`config.mk`:
```
export PLATFORM = sky130hd
export DESIGN_NAME = fetch_pc_gen
export DESIGN_NICKNAME = d
export VERILOG_FILES = /design/src/rtl/fetch_pc_gen.sv
export SDC_FILE = /design/constraint.sdc
export NUM_CORES = 1
export LEC_CHECK = 0
export BUFFER_PORTS_ARGS = -buffer_cell sky130_fd_sc_hd__buf_2
export CORE_ASPECT_RATIO = 1.1
export CORE_MARGIN = 2
export CORE_UTILIZATION = 35
export CTS_BUF_LIST = sky130_fd_sc_hd__clkbuf_4 sky130_fd_sc_hd__clkbuf_8 sky130_fd_sc_hd__clkbuf_16
export DETAILED_ROUTE_END_ITERATION = 8
export PLACE_DENSITY = 0.52
export SLEW_MARGIN = 20
export SYNTH_ARGS = -nofsm -noshare
export SYNTH_HDL_FRONTEND = slang
export SYNTH_SLANG_ARGS = --single-unit
```
`constraint.sdc`:
```
create_clock -name clk -period 17.1 [get_ports clk]
set_input_delay 1.71 -clock clk [delete_from_list [all_inputs] [get_ports clk]]
set_output_delay 1.71 -clock clk [all_outputs]
set_load 0.05 [all_outputs]
```
`src/rtl/fetch_pc_gen.sv`:
```
// Fetch-stage PC generator: drives the BTB lookup, issues in-order instruction fetches,
// pairs returned words with their PC/prediction for decode, and flushes on execute redirects.
module fetch_pc_gen #(
   parameter int                    ADDR_WIDTH = 32,
   parameter logic [ADDR_WIDTH-1:0] RESET_PC   = 32'h4000_0000,
   parameter int                    META_DEPTH = 4
) (
   input  logic                  clk,
   input  logic                  rst,
   output logic [ADDR_WIDTH-1:0] btb_predict_pc,
   input  logic [ADDR_WIDTH-1:0] btb_predicted_pc,
   input  logic                  btb_prediction,
   output logic                  imem_req_valid,
   input  logic                  imem_req_ready,
   output logic [ADDR_WIDTH-1:0] imem_addr,
   input  logic                  imem_resp_valid,
   input  logic [31:0]           imem_rdata,
   input  logic                  redirect_valid,
   input  logic [ADDR_WIDTH-1:0] redirect_pc,
   output logic                  out_valid,
   input  logic                  out_ready,
   output logic [ADDR_WIDTH-1:0] out_pc,
   output logic [31:0]           out_inst,
   output logic                  out_pred_taken,
   output logic [ADDR_WIDTH-1:0] out_pred_target
);

   localparam int PW = (META_DEPTH > 1) ? $clog2(META_DEPTH) : 1;
   localparam int CW = PW + 1;

   typedef logic [PW-1:0] ptr_t;
   typedef logic [CW-1:0] cnt_t;

   localparam ptr_t                  PTR_ZERO = ptr_t'(1'b0);
   localparam ptr_t                  PTR_ONE  = ptr_t'(1'b1);
   localparam cnt_t                  CNT_ZERO = cnt_t'(1'b0);
   localparam cnt_t                  CNT_ONE  = cnt_t'(1'b1);
   localparam cnt_t                  DEPTH_C  = cnt_t'(META_DEPTH);
   localparam logic [ADDR_WIDTH-1:0] PC_STEP  = ADDR_WIDTH'(3'd4);
   localparam logic [ADDR_WIDTH-1:0] ADDR_Z   = {ADDR_WIDTH{1'b0}};

   logic [ADDR_WIDTH-1:0] pc_r;
   ptr_t                  head_r;
   ptr_t                  tail_r;
   ptr_t                  resp_ptr_r;
   cnt_t                  q_count_r;
   cnt_t                  inflight_r;
   cnt_t                  drop_cnt_r;

   logic [ADDR_WIDTH-1:0] ent_pc_r     [META_DEPTH];
   logic [ADDR_WIDTH-1:0] ent_target_r [META_DEPTH];
   logic [31:0]           ent_inst_r   [META_DEPTH];
   logic [META_DEPTH-1:0] ent_taken_r;
   logic [META_DEPTH-1:0] ent_dv_r;

   logic [ADDR_WIDTH-1:0] next_pc_s;
   logic                  req_valid_s;
   logic                  accept_s;
   logic                  out_valid_s;
   logic                  pop_s;
   logic                  drop_s;
   logic                  write_s;

   assign next_pc_s   = btb_prediction ? btb_predicted_pc : (pc_r + PC_STEP);
   // Reset is folded in so the request drops the moment reset asserts, not at the next edge.
   assign req_valid_s = !rst && !redirect_valid && (q_count_r < DEPTH_C) && (inflight_r < DEPTH_C);
   assign accept_s    = req_valid_s && imem_req_ready;
   assign out_valid_s = ent_dv_r[head_r] && !redirect_valid;
   assign pop_s       = out_valid_s && out_ready;
   assign drop_s      = imem_resp_valid && (drop_cnt_r != CNT_ZERO);
   assign write_s     = imem_resp_valid && (drop_cnt_r == CNT_ZERO);

   assign btb_predict_pc  = pc_r;
   assign imem_addr       = pc_r;
   assign imem_req_valid  = req_valid_s;
   assign out_valid       = out_valid_s;
   assign out_pc          = ent_pc_r[head_r];
   assign out_inst        = ent_inst_r[head_r];
   assign out_pred_taken  = ent_taken_r[head_r];
   assign out_pred_target = ent_target_r[head_r];

   // PC, fetch metadata queue, outstanding-request and drop counters.
   always_ff @(posedge clk or posedge rst) begin
      if (rst) begin
         pc_r        <= RESET_PC;
         head_r      <= PTR_ZERO;
         tail_r      <= PTR_ZERO;
         resp_ptr_r  <= PTR_ZERO;
         q_count_r   <= CNT_ZERO;
         inflight_r  <= CNT_ZERO;
         drop_cnt_r  <= CNT_ZERO;
         ent_taken_r <= {META_DEPTH{1'b0}};
         ent_dv_r    <= {META_DEPTH{1'b0}};
         for (int i = 0; i < META_DEPTH; i++) begin
            ent_pc_r[i]     <= ADDR_Z;
            ent_target_r[i] <= ADDR_Z;
            ent_inst_r[i]   <= 32'h0000_0000;
         end
      end else begin
         if (accept_s && !imem_resp_valid) begin
            inflight_r <= inflight_r + CNT_ONE;
         end else if (!accept_s && imem_resp_valid) begin
            inflight_r <= inflight_r - CNT_ONE;
         end else begin
            inflight_r <= inflight_r;
         end

         if (redirect_valid) begin
            // A response landing this cycle is already retired, so it is not owed to the drop count.
            pc_r       <= redirect_pc;
            head_r     <= PTR_ZERO;
            tail_r     <= PTR_ZERO;
            resp_ptr_r <= PTR_ZERO;
            q_count_r  <= CNT_ZERO;
            ent_dv_r   <= {META_DEPTH{1'b0}};
            drop_cnt_r <= inflight_r - (imem_resp_valid ? CNT_ONE : CNT_ZERO);
         end else begin
            if (accept_s) begin
               pc_r                 <= next_pc_s;
               ent_pc_r[tail_r]     <= pc_r;
               ent_taken_r[tail_r]  <= btb_prediction;
               ent_target_r[tail_r] <= btb_prediction ? btb_predicted_pc : ADDR_Z;
               ent_dv_r[tail_r]     <= 1'b0;
               tail_r               <= tail_r + PTR_ONE;
            end else begin
               pc_r <= pc_r;
            end

            if (drop_s) begin
               drop_cnt_r <= drop_cnt_r - CNT_ONE;
            end else if (write_s) begin
               ent_inst_r[resp_ptr_r] <= imem_rdata;
               ent_dv_r[resp_ptr_r]   <= 1'b1;
               resp_ptr_r             <= resp_ptr_r + PTR_ONE;
            end else begin
               drop_cnt_r <= drop_cnt_r;
            end

            // Alloc and pop never target the same slot: alloc needs a non-full queue, pop a non-empty one.
            if (pop_s) begin
               ent_dv_r[head_r] <= 1'b0;
               head_r           <= head_r + PTR_ONE;
            end else begin
               head_r <= head_r;
            end

            if (accept_s && !pop_s) begin
               q_count_r <= q_count_r + CNT_ONE;
            end else if (!accept_s && pop_s) begin
               q_count_r <= q_count_r - CNT_ONE;
            end else begin
               q_count_r <= q_count_r;
            end
         end
      end
   end

endmodule

```
==> impl_metrics.tcl <==
set metrics [dict create \
    crit_family "buffers and inverters" \
    max_freq_mhz 192 \
    path_common_cell "buf_2" \
    core_area_mm2 0.0574 \
    drtPass1Iterations 5 \
    grt_max_degree 105 \
    async_reset_ff_frac 1.00 \
    crit_chain "buf_2 -> buf_4 -> inv_1 -> and2_1 -> buf_2" \
    initial_core_util 0.354 \
    port_buffers 265 \
    dp.final_hpwl_um 36700 \
    worst_path_largest_cell_delay_ps 580 \
    cp-startpoint "redirect_valid" \
    syn_nets 1718 \
    seq_area_frac_synth 0.540 \
    setup_slack_ps 11890 \
    cp_slowest_cell "buf_4" \
    cts.path.max_buffers 3 \
    layout_commonest_cell "dfrtp_1" \
    max-cap-violations 0 \
    htreeDepth 2 \
    clock_skew_ps 19.3 \
    drt_iter0_drc 727 \
    vias_per_cell 5.17 \
    clk_latency_ps 600 \
    hold_class "reg2reg" \
    grt_pass1_wl_um 86000 \
    track_usage 0.188 \
    gp_congestion 0.756 \
    clkSinkCount 439 \
    synth_seq_cells 439 \
    syn_inst 1595 \
    critPathBufInv 4 \
    wl_per_cell_um 21.9 \
    areaGrowthSynthToFinish_pct 16.5 \
    cts_tree "done" \
    layout_common_cells "dfrtp_1, buf_2, mux2_2, nand2_1, o21ai_0" \
    r2r-start "head_r[1]" \
    finalMaxSlewViolations 0 \
    fp-row-count 92 \
    cts_made_buffers 50 \
    end_kind "primary output" \
    yosys.cell_types.count 62 \
    ctsHoldBuffers 0 \
    grt_antenna_before_repair 5 \
    die_width_um 234 \
    rsz0062_at_grt "false" \
    multi_input_area_mm2 0.00844 \
    synth_edf_count 0 \
    power.total_mw 3.74 \
    io_pins 266 \
    critPathMaxFanout 75 \
    tns_ps 0 \
    ys_warn_count 0 \
    maxSlewHeadroom 0.322 \
    hold_viol_final 0 \
    final-seq-area_mm2 0.0110 \
    cts_resized 0 \
    ir_worst_vdd_mv 0.0859 \
    status "finished, final reports clean" \
    reg2reg_depth 8 \
    crit_path_start_kind "primary input" \
    grt-ovfl-total 0 \
    die_h_um 257 \
    setup-violations-final 0 \
    ant_nets 0 \
    finalNetCount 1900 \
    crit_arrival_ps 3500 \
    final.min_clock_period_ps 5210 \
    die-area_mm2 0.0601 \
    period_share 0.305 \
    drcViolationCount 0 \
    route.vias.total 13300 \
    drive_gt1_frac 0.411 \
    p_leak_nw 11.1 \
    fillers 5462 \
    powerDensity_mw_per_mm2 158 \
    dp_slack_ps 11790 \
    root_buffer "clkbuf_16" \
    postCtsSetupRepairBufs 0 \
    hold_path.startpoint "ent_target_r[6]" \
    path_depth 5 \
    path_clk_slew_ps 60 \
    ys.flop_type "dfrtp_1" \
    synth.avg_cell_area_um2 12.8 \
    required_ps 15390 \
    critPathKind "in2out" \
    syn-cell-area_mm2 0.0203 \
    grt_pass1_vias 13800 \
    finalWirelength_um 56200 \
    hold_depth 2 \
    tightest_slew_ps 1010 \
]
-- sequential cells by signal, summed over array words and instances (netlist names) --
register	cells
btb_predict_pc	32
drop_cnt_r	3
ent_dv_r	4
ent_inst_r	128
ent_pc_r	128
ent_taken_r	4
ent_target_r	128
head_r	2
inflight_r	3
q_count_r	3
resp_ptr_r	2
tail_r	2
-- Yosys cell counts (5+ instances only) --
library cell	n	share of area
nor2_1	29	0.0053
buf_6	5	0.0028
xnor2_1	18	0.0077
o221ai_1	6	0.0026
mux2_2	247	0.14
xor2_1	10	0.0043
a22oi_1	5	0.0018
buf_4	38	0.014
nand2_1	231	0.043
and4_1	5	0.0022
buf_1	14	0.0026
and3_1	5	0.0015
inv_1	24	0.0044
buf_2	19	0.0047
clkbuf_8	5	0.0034
nand3_1	13	0.0032
nor3_1	17	0.0042
dfrtp_1	438	0.54
a21oi_1	38	0.0093
ha_1	18	0.011
mux2i_1	9	0.0044
nand4_1	5	0.0015
o21ai_0	167	0.041
mux4_2	98	0.11
clkbuf_1	71	0.013
-- cells by family (layout without fill, tap and decap cells) --
logic type,after synthesis,after routing,synth area share
flops,439,439,0.540
mux,357,357,0.251
simple gates,325,325,0.0703
compound gates,246,246,0.0662
buf+inv,180,402,0.0472
xor+xnor,28,28,0.0121
fa+ha+maj,20,20,0.0130
other cells,0,2,0
-- final cells by class --
class | count | area share
flip-flops and latches | 439 | 0.464
clock buffers | 73 | 0.0640
well taps | 752 | 0.0397
multi-input cells | 976 | 0.356
repair buffers | 285 | 0.0633
inverters | 25 | 0.00428
diodes | 2 | 0.000211
clock inverters | 19 | 0.00860
-- stage by stage --
| step | hold WS, ps | utilization | area (um^2) | instances |
|---|---|---|---|---|
| finish | 474 | 0.413 | 23700 | 2571 |
| detailed placement | 466 | 0.382 | 21900 | 2476 |
| floorplan | 445 | - | 20300 | 1595 |
| global route | 501 | 0.413 | 23700 | 2571 |
| global placement | 456 | 0.382 | 21900 | 2476 |
| CTS | 479 | 0.412 | 23700 | 2568 |
-- report_power, final --
| group | internal (mW) | total, mW | switching [mW] |
|---|---|---|---|
| Clock | 0.663 | 1.11 | 0.447 |
| Combinational | 0.407 | 1.23 | 0.819 |
| Sequential | 1.25 | 1.40 | 0.151 |
-- final timing paths --
kind                                        end  slack, ps
worst max-delay path                  out_valid      11890
worst min-delay path            ent_target_r[6]        470
worst max register to register     q_count_r[2]      13360
worst min register to register  ent_target_r[6]        470
max in group asynchronous       ent_inst_r[122]      13020
min in group asynchronous        ent_inst_r[64]       1250
-- worst min-delay path: cells and delay by family, from the launching register on --
kind | cells | cell delay [ps]
AND/OR/NAND/NOR | 1 | 40
AO/OA/AOI/OAI | 1 | 60
flip-flops | 1 | 340
-- per-layer routing --
metal	vias to the layer above	track usage	share of wire
li1	6029	-	-
met4	6	0.0508	0.023
met1	6834	0.256	0.45
met2	346	0.303	0.47
met5	-	0	0.00069
met3	80	0.0426	0.057
(Power assumes the default switching activity.)
